==> src/rtl/iob_ram_dp_be_ctrl_pkg.sv <==
// Shared constants for the dual-master RAM request controller.
// IOB_RAM_DP_BE_CTRL_OREG_EN selects the 2-cycle read latency variant.
package iob_ram_dp_be_ctrl_pkg;

    localparam int unsigned DEF_ADDR_W = 10;
    localparam int unsigned DEF_DATA_W = 32;
    localparam int unsigned STRB_W     = DEF_DATA_W / 8;

`ifdef IOB_RAM_DP_BE_CTRL_OREG_EN
    localparam int unsigned RD_LAT = 2;
`else
    localparam int unsigned RD_LAT = 1;
`endif

    // Priority FSM encoding
    localparam logic [0:0] PRIO_A = 1'b0;
    localparam logic [0:0] PRIO_B = 1'b1;

endpackage

==> src/rtl/iob_ram_dp_be_ctrl_rsp.sv <==
// Per-port read response path: read-pending flag, optional output stage, rdata hold.
// IOB_RAM_DP_BE_CTRL_OREG_EN adds one register stage on rvalid/rdata.
module iob_ram_dp_be_ctrl_rsp #(
    parameter int unsigned DATA_W = 32
) (
    input  logic              clk,
    input  logic              arst_n,
    input  logic              rd_grant,
    input  logic [DATA_W-1:0] ram_dout,
    output logic              rvalid,
    output logic [DATA_W-1:0] rdata
);

    logic pend_q;

    always_ff @(posedge clk or negedge arst_n) begin
        if (!arst_n) begin
            pend_q <= 1'b0;
        end else begin
            pend_q <= rd_grant;
        end
    end

`ifdef IOB_RAM_DP_BE_CTRL_OREG_EN
    logic              rvalid_q;
    logic [DATA_W-1:0] rdata_q;

    always_ff @(posedge clk or negedge arst_n) begin
        if (!arst_n) begin
            rvalid_q <= 1'b0;
            rdata_q  <= '0;
        end else begin
            rvalid_q <= pend_q;
            if (pend_q) begin
                rdata_q <= ram_dout;
            end
        end
    end

    always_comb begin
        rvalid = rvalid_q;
        rdata  = rdata_q;
    end
`else
    logic [DATA_W-1:0] hold_q;

    // Keep the last delivered word visible while no response is pending
    always_ff @(posedge clk or negedge arst_n) begin
        if (!arst_n) begin
            hold_q <= '0;
        end else if (pend_q) begin
            hold_q <= ram_dout;
        end
    end

    always_comb begin
        rvalid = pend_q;
        rdata  = pend_q ? ram_dout : hold_q;
    end
`endif

endmodule

==> src/rtl/iob_ram_dp_be_ctrl.sv <==
// Two-master front end for the dual-port byte-enable RAM with same-address hazard arbitration.
// IOB_RAM_DP_BE_CTRL_OREG_EN (in the response sub-module) gives 2-cycle read latency.
module iob_ram_dp_be_ctrl
    import iob_ram_dp_be_ctrl_pkg::*;
#(
    parameter int unsigned ADDR_W = DEF_ADDR_W,
    parameter int unsigned DATA_W = DEF_DATA_W
) (
    input  logic                  clk,
    input  logic                  arst_n,
    input  logic                  a_valid,
    input  logic [ADDR_W-1:0]     a_addr,
    input  logic [DATA_W-1:0]     a_wdata,
    input  logic [DATA_W/8-1:0]   a_wstrb,
    output logic                  a_ready,
    output logic [DATA_W-1:0]     a_rdata,
    output logic                  a_rvalid,
    input  logic                  b_valid,
    input  logic [ADDR_W-1:0]     b_addr,
    input  logic [DATA_W-1:0]     b_wdata,
    input  logic [DATA_W/8-1:0]   b_wstrb,
    output logic                  b_ready,
    output logic [DATA_W-1:0]     b_rdata,
    output logic                  b_rvalid,
    output logic                  ram_enA,
    output logic [DATA_W/8-1:0]   ram_weA,
    output logic [ADDR_W-1:0]     ram_addrA,
    output logic [DATA_W-1:0]     ram_dinA,
    input  logic [DATA_W-1:0]     ram_doutA,
    output logic                  ram_enB,
    output logic [DATA_W/8-1:0]   ram_weB,
    output logic [ADDR_W-1:0]     ram_addrB,
    output logic [DATA_W-1:0]     ram_dinB,
    input  logic [DATA_W-1:0]     ram_doutB
);

    logic [0:0] prio_q;
    logic [0:0] prio_d;
    logic       conflict_c;
    logic       grant_a;
    logic       grant_b;
    logic       rd_grant_a;
    logic       rd_grant_b;

    // Two reads to one address never conflict; any write involvement does
    always_comb begin
        conflict_c = a_valid & b_valid & (a_addr == b_addr) & ((|a_wstrb) | (|b_wstrb));
        grant_a    = a_valid & (~conflict_c | (prio_q == PRIO_A));
        grant_b    = b_valid & (~conflict_c | (prio_q == PRIO_B));
        rd_grant_a = grant_a & ~(|a_wstrb);
        rd_grant_b = grant_b & ~(|b_wstrb);
    end

    always_ff @(posedge clk or negedge arst_n) begin
        if (!arst_n) begin
            prio_q <= PRIO_A;
        end else begin
            prio_q <= prio_d;
        end
    end

    // Priority passes to whichever master was stalled this cycle
    always_comb begin
        prio_d = prio_q;
        case (prio_q)
            PRIO_A:  if (conflict_c) prio_d = PRIO_B;
            PRIO_B:  if (conflict_c) prio_d = PRIO_A;
            default: prio_d = PRIO_A;
        endcase
    end

    always_comb begin
        a_ready   = grant_a;
        b_ready   = grant_b;
        ram_enA   = grant_a;
        ram_enB   = grant_b;
        ram_weA   = grant_a ? a_wstrb : '0;
        ram_weB   = grant_b ? b_wstrb : '0;
        ram_addrA = a_addr;
        ram_addrB = b_addr;
        ram_dinA  = a_wdata;
        ram_dinB  = b_wdata;
    end

    iob_ram_dp_be_ctrl_rsp #(.DATA_W(DATA_W)) u_rsp_a (
        .clk      (clk),
        .arst_n   (arst_n),
        .rd_grant (rd_grant_a),
        .ram_dout (ram_doutA),
        .rvalid   (a_rvalid),
        .rdata    (a_rdata)
    );

    iob_ram_dp_be_ctrl_rsp #(.DATA_W(DATA_W)) u_rsp_b (
        .clk      (clk),
        .arst_n   (arst_n),
        .rd_grant (rd_grant_b),
        .ram_dout (ram_doutB),
        .rvalid   (b_rvalid),
        .rdata    (b_rdata)
    );

endmodule

==> config.mk <==
export PLATFORM = sky130hd
export DESIGN_NAME = iob_ram_dp_be_ctrl
export DESIGN_NICKNAME = d
export VERILOG_FILES = /design/src/rtl/iob_ram_dp_be_ctrl_pkg.sv /design/src/rtl/iob_ram_dp_be_ctrl_rsp.sv /design/src/rtl/iob_ram_dp_be_ctrl.sv
export SDC_FILE = /design/constraint.sdc
export NUM_CORES = 1
export LEC_CHECK = 0
export ABC_CLOCK_PERIOD_IN_PS = 3900
export CAP_MARGIN = 40
export CORE_AREA = 2 2 126 128
export DETAILED_ROUTE_END_ITERATION = 8
export DIE_AREA = 0 0 128 130
export PLACE_DENSITY_LB_ADDON = 0.12
export SLEW_MARGIN = 30
export SYNTH_ARGS = -nofsm -noshare
export SYNTH_HDL_FRONTEND = slang
export SYNTH_SLANG_ARGS = --single-unit
==> constraint.sdc <==
create_clock -name clk -period 3.9 [get_ports clk]
set_clock_uncertainty 0.05 [all_clocks]
set_input_delay 0.975 -clock clk [delete_from_list [all_inputs] [get_ports clk]]
set_output_delay 0.975 -clock clk [all_outputs]
set_load 0.01 [all_outputs]
==> Word-level counts from Yosys, hierarchy flattened <==
Cells that the tools add are included.
{ "op_classes": {"eq_ne": 1, "n_mux": 7, "bitwise": 14, "reduce_logical": 2} }
{ "op_table": {"columns": ["op", "n"], "rows": [
  ["32-bit 2-to-1 mux", 2],
  ["10-bit equality test", 1],
  ["4-bit 2-to-1 mux", 2],
  ["4-bit OR reduction", 2],
  ["1-bit AND", 7],
  ["1-bit inverter", 4],
  ["1-bit bitwise OR", 3],
  ["1-bit 2-to-1 mux", 2],
  ["1-bit one-hot mux with 2 select lines", 1]
]} }
{ "totals": {"ff_bits": 67, "inputBits": 160, "out_inout_bits": 162} }

==> Longest topological paths before layout <==
{ "depth": {"word_depth": 7, "mapped_depth": 6} }

==> Cells and area by module <==
Synthesis repeated with hierarchy kept, for this count alone.
{ "unflattened": {"cells_unflattened": 258, "area_unflattened_um2": 3659.8} }
{ "modules_own_cells": {"columns": ["mod", "n_inst", "cells_each", "area_each_um2"], "rows": [
  ["iob_ram_dp_be_ctrl_rsp", 2, 69, 1370.1],
  ["iob_ram_dp_be_ctrl", 1, 120, 919.6]
]} }

==> Worst setup path before layout <==
Ideal clock, no wire load.
{ "synth_timing": {"kind": "input port to output port", "start": "input port b_addr[7]", "end": "output port ram_weA[0]", "arrival_time_ns": 2.393, "required_time_ns": 2.875, "slack_ns": 0.482, "stages": 6, "path_buffers": 0, "path_cell_list": "xor2_1 > or4_4 > a2111oi_2 > ha_1 > nor2b_1 > and2_1"} }
{ "synth_between": {"elab_chain_len": 7} }
{ "synth_rtl": {"columns": ["element", "line", "text"], "rows": [
  ["start, declared", "iob_ram_dp_be_ctrl.sv:19", "input logic [ADDR_W-1:0] b_addr,"],
  ["10-bit equality test", "iob_ram_dp_be_ctrl.sv:47", "conflict_c = a_valid & b_valid & (a_addr == b_addr) & ((|a_wstrb) | (|b_wstrb));"],
  ["1-bit AND (2 in a row)", "iob_ram_dp_be_ctrl.sv:47", null],
  ["1-bit inverter", "iob_ram_dp_be_ctrl.sv:48", "grant_a = a_valid & (~conflict_c | (prio_q == PRIO_A));"],
  ["1-bit bitwise OR", "iob_ram_dp_be_ctrl.sv:48", null],
  ["1-bit AND", "iob_ram_dp_be_ctrl.sv:48", null],
  ["net a_ready", "iob_ram_dp_be_ctrl.sv:15", "output logic a_ready,"],
  ["4-bit 2-to-1 mux", "iob_ram_dp_be_ctrl.sv:77", "ram_weA = grant_a ? a_wstrb : '0;"],
  ["end, declared", "iob_ram_dp_be_ctrl.sv:26", "output logic [DATA_W/8-1:0] ram_weA,"]
]} }
The timed path passes the listed nets, and every way through them passes these cells.

==> Worst setup path in the final report <==
{ "layout_timing": {"start": "input port b_addr[2]", "end": "output port ram_weA[0]"} }
{ "layout_between": {"elab_chain_len": 7} }
{ "layout_rtl": {"columns": ["element", "line"], "rows": [
  ["10-bit equality test", "iob_ram_dp_be_ctrl.sv:47"],
  ["1-bit AND (2 in a row)", "iob_ram_dp_be_ctrl.sv:47"],
  ["1-bit inverter", "iob_ram_dp_be_ctrl.sv:48"],
  ["1-bit bitwise OR", "iob_ram_dp_be_ctrl.sv:48"],
  ["1-bit AND", "iob_ram_dp_be_ctrl.sv:48"],
  ["4-bit 2-to-1 mux", "iob_ram_dp_be_ctrl.sv:77"]
]} }
Every way passes these cells.

==> results <==
-- what timing repair did --
| item | in CTS | in global routing |
|---|---|---|
| endpoints found under the hold margin | 0 | 0 |
| setup buffers | 2 | 0 |
| pin swaps | 4 | 4 |
| gates resized for setup | 66 | 15 |
| setup endpoints to repair | 12 | 12 |
-- cells by family (layout without fill, tap and decap cells) --
kind of cell               Yosys count  in the layout  share of synthesized area (%)
AOI/OAI and AO/OA                    1              1                          0.451
xor gates and xnor gates            10             10                           2.63
adders and majority gates            2              2                          0.751
muxes                               64             64                           21.6
DFF                                 67             67                           50.4
buffers and inverters               96            247                           20.7
and+or+nand+nor                     18             18                           3.42
-- registers in the layout, indices dropped and copies added, names as in the netlist --
register,flops
prio_q,1
u_rsp_a.hold_q,32
u_rsp_a.rvalid,1
u_rsp_b.hold_q,32
u_rsp_b.rvalid,1
-- per-layer routing --
layer,track usage [%],part of all wire (%)
met3,7.91,14
met5,0,0
met4,4.65,1.5
met1,11.7,29
met2,26.1,55
-- cell usage after synthesis --
library cell / count
ha_1: 2
buf_4: 86
nand2_1: 1
mux2_1: 10
mux2_2: 54
or4_4: 1
and2_1: 10
xor2_1: 3
nor4_1: 2
nor2b_1: 2
buf_2: 6
nand3_1: 1
xnor2_1: 7
a2111oi_2: 1
clkbuf_1: 2
nand4_1: 1
dfrtp_1: 67
inv_1: 2
-- worst register-to-register path, cell delays in order, from the launching register on --
cell and delay (ns):
dfrtp_1 0.32, buf_4 0.38, mux2_1 0.42
-- power by group --
group | internal [mW] | leakage (nW) | switching, mW | total (mW)
Combinational | 0.499 | 1.44 | 0.297 | 0.796
Clock | 0.490 | 0.136 | 0.288 | 0.778
Sequential | 0.848 | 0.821 | 0.0330 | 0.880
Total | 1.84 | 2.40 | 0.618 | 2.45
-- per-stage QoR --
stage	hold slack, ns	total power, mW	TNS [ns]	area [um^2]
after detailed placement	0.426	1.71	-6.98	5090
final	0.427	2.45	0	5410
after CTS	0.438	2.51	-0.000820	5370
after floorplan	0.463	1.26	0	3330
after global routing	0.455	2.59	0	5410
after global placement	0.417	1.70	-6.61	5070
-- cell type report --
cell class	count	area [um^2]
clock buffers	12	236
clock inverters	3	40.0
fillers	1570	10000
inverters	2	7.51
multi-input cells	95	1020
flip-flops and latches	67	1680
well taps	192	240
repair buffers	230	2190
-- worst paths after layout --
check                                     end  slack, ns  depth (start not counted)
setup / recovery                   ram_weA[0]       0.07                          9
hold / removal              u_rsp_a.hold_q[7]       0.43                          1
setup reg to reg            u_rsp_a.hold_q[1]       2.59                          2
hold reg to reg             u_rsp_a.hold_q[7]       0.43                          1
max in group asynchronous   u_rsp_a.hold_q[1]       2.71                          2
min in group asynchronous  u_rsp_b.hold_q[19]       0.53                          1
==> results.toml <==
[outcome]
outcome = "complete, no violations"

[cts]
cts.htree.levels = 3
numClockSinks = 67
cts-root-buf = "clkbuf_16"
cts_tree = "done"
clock_latency_ns = 0.32
numCtsBuffers = 9
clkSlewWorstSetupHoldPaths_ns = 0.05
clock_path_buffers = 2
holdBufCountCts = 0

[placed_design]
hpwl_mm = 9.75
place_congestion = 0.809
port_buffers = 193
place_ws_ns = -0.616
dp.cells = 584

[floorplanning]
rows = 46
dieArea_mm2 = 0.0166
core-area_mm2 = 0.0154
die_width_um = 128
die_h_um = 130
start_util_pct = 21.6
io_pins = 322

[worst_setup_path]
worstPathCellList = "dlygate4sd2_1 -> xor2_1 -> or4_4 -> a2111oi_4 -> buf_4 -> ha_4 -> nor2b_4 -> and2_1 -> buf_2"
slowest_delay_ns = 0.52
crit_start = "b_addr[2]"
critical_path_buf_inv_count = 3
cp_max_fo = 7
start_kind = "input pin"
endpoint_kind = "output pin"
cp_slowest_cell = "or4_4"
crit_family = "simple AND/OR/NAND/NOR gates"
crit_required_ns = 2.87
r2r-start = "u_rsp_a.rvalid"
cp.arrival_ns = 2.80
criticalPathCategory = "input pin to output pin"

[timing]
max-slew-margin-rel_pct = 70.0
fmax_ghz = 0.261
worstMarginPinSlew_ns = 0.450
rsz0062_at_grt = "no"
post-route-min-period_ns = 3.83
setup_viol = 0
fin_crit_sh_pct = 98.2
hold_viol_final = 0
setup_slack_ns = 0.0718
maxSlewViolCount = 0

[cells_and_area]
drive_above_1_share_pct = 30.1
n_antenna_cell = 0
final_cell_mix = "clkdlybuf4s50_1, dfrtp_1, mux2_2, buf_4, dlymetal6s2s_1"
final_nets = 567
fin_util_pct = 35.1
syn_to_final_growth_pct = 62.4
final_cells = 601
final_common_cell = "clkdlybuf4s50_1"

[logic_synthesis]
syn_avg_cell_area_um2 = 12.9
ys_ff_latch = 67
netlist_instances = 258
ys_top_cells_by_area = "dfrtp_1, buf_4, mux2_2, mux2_1, and2_1"
synth_top_area_cell = "dfrtp_1"
syn_area_mm2 = 0.00333
synth.net_count = 420
netlist.area_leader.share_pct = 50.4
synth.distinct_cells = 18
ys_seq_area_share_pct = 50.4
yosysWarnings = 0

[routing]
drtAntennaViolNets = 0
wl_mm = 11.7
dr.first_iter.drc_count = 35
wire_per_inst_um = 19.5
drcViolationCount = 0
drt-vias-per-instance = 3.88
num_vias = 2330
dr.pass1.iters = 3

[power_and_ir_drop]
p_leak_nw = 2.40
ir_drop_mv = 0.182
powerDensity_mw_per_mm2 = 454

[grt]
grt_max_degree = 39
grt_usage_pct = 13.6
grt_pass1_vias = 2578
overflow = 0
grt_pass1_wl_mm = 16.5
antenna_found_initial = 0

[hold_path]
holdCritPathClass = "flop to flop"
hold_start = "u_rsp_a.hold_q[7]"

[flow_run]
maxCapViolCount = 0
Power figures use the tool's default switching activity.
